### src/rtl/interp_ctrl.sv
// Quarter-pel interpolation block controller: row fill, filter wait,
// output drain and completion pulse, one block per accepted start.
module interp_ctrl #(
   parameter int FILL_ROWS = 15,
   parameter int OUT_WORDS = 40,
   parameter int FILT_LAT  = 4
) (
   input  logic       i_clock,
   input  logic       i_reset,
   input  logic       i_start,
   input  logic [1:0] i_frac_x,
   input  logic [1:0] i_frac_y,
   input  logic       i_in_valid,
   output logic       o_in_ready,
   output logic       o_sr_load_L,
   output logic       o_of_load_L,
   output logic [7:0] o_of_sel,
   output logic [3:0] o_phase,
   output logic       o_busy,
   output logic       o_done
);

   typedef enum logic [2:0] {
      S_IDLE,
      S_FILL,
      S_FILTER,
      S_DRAIN,
      S_DONE
   } state_t;

   localparam logic [7:0] LP_ROW_LAST = 8'(FILL_ROWS - 1);
   localparam logic [7:0] LP_SEL_LAST = 8'(OUT_WORDS - 1);
   localparam logic [7:0] LP_LAT_LAST = 8'(FILT_LAT - 1);
   localparam bit         LP_NO_WAIT  = (FILT_LAT == 0);

   state_t     r_state;
   logic [7:0] r_row;
   logic [7:0] r_wait;
   logic [7:0] r_sel;
   logic       r_ready;
   logic       r_of_load_L;
   logic [3:0] r_phase;
   logic       r_busy;
   logic       r_done;
   logic       w_xfer;

   // r_ready is only ever set in FILL, so a transfer implies FILL
   assign w_xfer = r_ready & i_in_valid;

   always_ff @(posedge i_clock or posedge i_reset) begin
      if (i_reset) begin
         r_state     <= S_IDLE;
         r_row       <= '0;
         r_wait      <= '0;
         r_sel       <= '0;
         r_ready     <= 1'b0;
         r_of_load_L <= 1'b1;
         r_phase     <= '0;
         r_busy      <= 1'b0;
         r_done      <= 1'b0;
      end else begin
         r_done <= 1'b0;
         unique case (r_state)
            S_IDLE: begin
               if (i_start) begin
                  r_state <= S_FILL;
                  r_phase <= {i_frac_y, i_frac_x};
                  r_row   <= '0;
                  r_wait  <= '0;
                  r_sel   <= '0;
                  r_ready <= 1'b1;
                  r_busy  <= 1'b1;
               end
            end
            S_FILL: begin
               if (w_xfer) begin
                  if (r_row == LP_ROW_LAST) begin
                     r_row   <= '0;
                     r_ready <= 1'b0;
                     // integer-pel blocks need no filtering
                     if (r_phase == 4'd0 || LP_NO_WAIT) begin
                        r_state     <= S_DRAIN;
                        r_of_load_L <= 1'b0;
                        r_sel       <= '0;
                     end else begin
                        r_state <= S_FILTER;
                        r_wait  <= '0;
                     end
                  end else begin
                     r_row <= r_row + 8'd1;
                  end
               end
            end
            S_FILTER: begin
               if (r_wait == LP_LAT_LAST) begin
                  r_state     <= S_DRAIN;
                  r_wait      <= '0;
                  r_of_load_L <= 1'b0;
                  r_sel       <= '0;
               end else begin
                  r_wait <= r_wait + 8'd1;
               end
            end
            S_DRAIN: begin
               if (r_sel == LP_SEL_LAST) begin
                  r_state     <= S_DONE;
                  r_of_load_L <= 1'b1;
                  r_sel       <= '0;
                  r_done      <= 1'b1;
               end else begin
                  r_sel <= r_sel + 8'd1;
               end
            end
            S_DONE: begin
               r_state <= S_IDLE;
               r_busy  <= 1'b0;
            end
            default: begin
               r_state <= S_IDLE;
            end
         endcase
      end
   end

   assign o_in_ready  = r_ready;
   assign o_sr_load_L = ~w_xfer;
   assign o_of_load_L = r_of_load_L;
   assign o_of_sel    = r_sel;
   assign o_phase     = r_phase;
   assign o_busy      = r_busy;
   assign o_done      = r_done;

endmodule
### config.mk
export PLATFORM = sky130hd
export DESIGN_NAME = interp_ctrl
export DESIGN_NICKNAME = d
export VERILOG_FILES = /design/src/rtl/interp_ctrl.sv
export SDC_FILE = /design/constraint.sdc
export NUM_CORES = 1
export LEC_CHECK = 0
export ABC_AREA = 1
export ABC_CLOCK_PERIOD_IN_PS = 1820
export BUFFER_PORTS_ARGS = -buffer_cell sky130_fd_sc_hd__buf_4
export CAP_MARGIN = 20
export CORE_MARGIN = 3
export CORE_UTILIZATION = 40
export CTS_BUF_LIST = sky130_fd_sc_hd__clkbuf_8 sky130_fd_sc_hd__clkbuf_16
export DETAILED_ROUTE_END_ITERATION = 8
export PLACE_DENSITY_LB_ADDON = 0.15
export SYNTH_ARGS = -nofsm -noshare
export SYNTH_HDL_FRONTEND = slang
export SYNTH_SLANG_ARGS = --single-unit
### constraint.sdc
create_clock -name i_clock -period 1.82 [get_ports i_clock]
set_input_delay 0.273 -clock i_clock [delete_from_list [all_inputs] [get_ports i_clock]]
set_output_delay 0.273 -clock i_clock [all_outputs]
set_load 0.01 [all_outputs]
==> results.json <==
{
  "fin_crit_ns": 1.59,
  "diodes": 0,
  "finalSetupViolations": 0,
  "m1WireLength_mm": 1.95,
  "ys_seq_elements": 35,
  "dieWidth_um": 76.9,
  "worstMarginPinSlew_ns": 0.444,
  "peakVddDrop_uv": 471,
  "grt_overflow": 0,
  "drv_slew": 0,
  "syn_inst": 262,
  "cts_inserted_buffers": 5,
  "area_growth_pct": 17.7,
  "startpoint_type": "register",
  "dp_cells": 354,
  "fillCellCount": 480,
  "yosysSeqAreaShare_pct": 43.6,
  "register_area_sq_um": 877,
  "grt_usage_pct": 15.2,
  "viasPerCell": 4.58,
  "power_density_nw_per_um2": 872,
  "synth_most_common_cell": "nand2_1",
  "clock_sinks": 35,
  "ys_types": 30,
  "finalCritPeriodShare_pct": 87.5,
  "drc_errors": 0,
  "place_area_sq_um": 2270,
  "synth_top_cell_by_area": "dfrtp_1",
  "detail-route-antenna-nets": 0,
  "dr_wl_met2_mm": 1.84,
  "cts_resized": 0,
  "synth_edf_count": 0,
  "synth_ff_type": "dfrtp_1",
  "first_pass_iters": 4,
  "row_count": 25,
  "finalHoldViolCount": 0,
  "clk_pin_slew_ns": 0.07,
  "hpwl_mm": 2.97,
  "cts_tree": "built",
  "setup_ws_ns": 0.228,
  "drv_cap": 0,
  "routed_wl_mm": 4.00,
  "setup.worst_path.start": "o_of_sel[0]",
  "nets": 306,
  "ys_warn_count": 0,
  "avgRoutedWirePerCell_um": 11.1,
  "h-tree-depth": 2,
  "port_buffers": 24,
  "synthArstFlopShare_pct": 100,
  "clock_latency_ns": 0.29,
  "synthTopCellsByCount": "nand2_1, dfrtp_1, nor2_1",
  "slew_headroom_pct": 70.4,
  "io_pins": 25,
  "gp_congestion": 0.758,
  "drt_first_iter_violations": 60,
  "antenna_found_initial": 0,
  "p_leak_uw": 0.00127,
  "die_h_um": 76.9,
  "setup_tns_ns": 0,
  "cts_max_path_buffers": 2,
  "holdCritPathClass": "input port to async pin",
  "instances_no_fill": 362,
  "rsz0062_at_grt": "no",
  "wl_met3_um": 145,
  "cts-root-buf": "clkbuf_8",
  "dr_total_vias": 1657,
  "endpoint_kind": "register",
  "arrival_ns": 1.78,
  "finClkSkew_ns": 0.00414,
  "grt_max_degree": 36,
  "core_sq_um": 4790,
  "yosys-top-cells-area": "dfrtp_1, nand2_1, nand3_1",
  "path_class": "register to register",
  "crit-reg2reg-launch": "o_of_sel[0]",
  "multi_input_area_sq_um": 1010,
  "outcome": "finished, final reports clean",
  "dieArea_sq_um": 5910,
  "worstPathRequired_ns": 2.00,
  "hold_buffers": 0,
  "place_ws_ns": 0.228,
  "grt_pass1_wl_mm": 7.22,
  "syn_avg_cell_area_sq_um": 7.67,
  "critPathMaxFanout": 5,
  "drive_gt1_share_pct": 20.3,
  "design_area_sq_um": 2360,
  "synthesis.nets": 274,
  "fmax_ghz": 0.628,
  "finalCoreUtilization_pct": 49.4,
  "synth_area_sq_um": 2010,
  "grt_pass1_vias": 1591,
  "synth_top_area_share_pct": 42.3,
  "initial_core_util_pct": 42.0,
  "post_cts_buffers": 0,
  "top_layer": "met4"
}
[routing by layer]
metal  up-vias  global-route usage [%]
met5         -                       0
met4         0                    6.52
met3         7                    3.52
met2        29                    23.5
met1       732                    20.3
li1        889                       -
[where the power goes]
| group | internal (uW) | total (uW) | switching [uW] |
|---|---|---|---|
| logic | 211 | 595 | 384 |
| clock network | 300 | 583 | 283 |
| registers | 834 | 885 | 50.5 |
[placed cells by master (no fill, tap or decap), types with 2 or more instances in the layout]
master,Yosys,final
buf_4,0,27
nor2_1,28,28
nand2_1,94,94
o21ai_1,6,6
nand4_1,3,3
nand3_1,23,23
o21ai_0,8,8
dfrtp_1,34,34
or2_2,2,2
clkbuf_8,0,6
nand2_2,4,4
nor2_4,2,2
ha_1,4,4
inv_2,5,5
xnor2_1,3,3
nor2_2,2,2
xor2_1,6,6
inv_1,20,21
nand2_4,4,4
[worst paths after layout]
path	slack (ns)	cells past startpoint	end
max	0.23	10	r_state[0]
min	0.09	3	r_wait[0]
max reg2reg	0.23	10	r_state[0]
min reg2reg	0.47	2	o_of_load_L
max in group asynchronous	1.40	3	o_of_load_L
min in group i_clock	0.22	3	o_phase[2]
[kinds of logic after synthesis]
group                    share of synthesized area [%]
XOR/XNOR                                          3.92
flip-flops                                        43.6
AO/OA/AOI/OAI                                     5.60
AND/OR/NAND/NOR                                   38.2
buffers and inverters                             6.10
adder cells (fa/ha/maj)                           2.49
[layout make-up]
type                    count  area share (%)
multi-input cells         199            42.7
clock buffers               6            3.49
flip-flops and latches     35            37.1
inverters                  26            4.23
well taps                  67            3.54
clock inverters             2           0.370
repair buffers             27            8.57
[registers in the layout, indices dropped and copies added, names as in the netlist]
register and count:
o_done 1, r_state 3, o_of_sel 8, o_of_load_L 1, r_row 8, r_wait 8
o_busy 1, o_phase 4, o_in_ready 1
[stage by stage]
| step | power (uW) | hold slack (ns) |
|---|---|---|
| finish | 2060 | 0.0900 |
| global route | 2200 | 0.131 |
| CTS | 2100 | 0.101 |
| detailed placement | 1510 | 0.417 |
| global placement | 1510 | 0.410 |
| floorplan | 1350 | 0.418 |
[critical path, stage by stage (launching register included)]
cell	delay, ns
dfrtp_1	0.42
ha_1	0.19
nand2_1	0.11
inv_1	0.10
nand2_1	0.05
nor2_1	0.11
nor2_2	0.08
nor2_1	0.17
nand3_1	0.13
nand2_1	0.08
nand2_1	0.05
(Power assumes the default switching activity.)
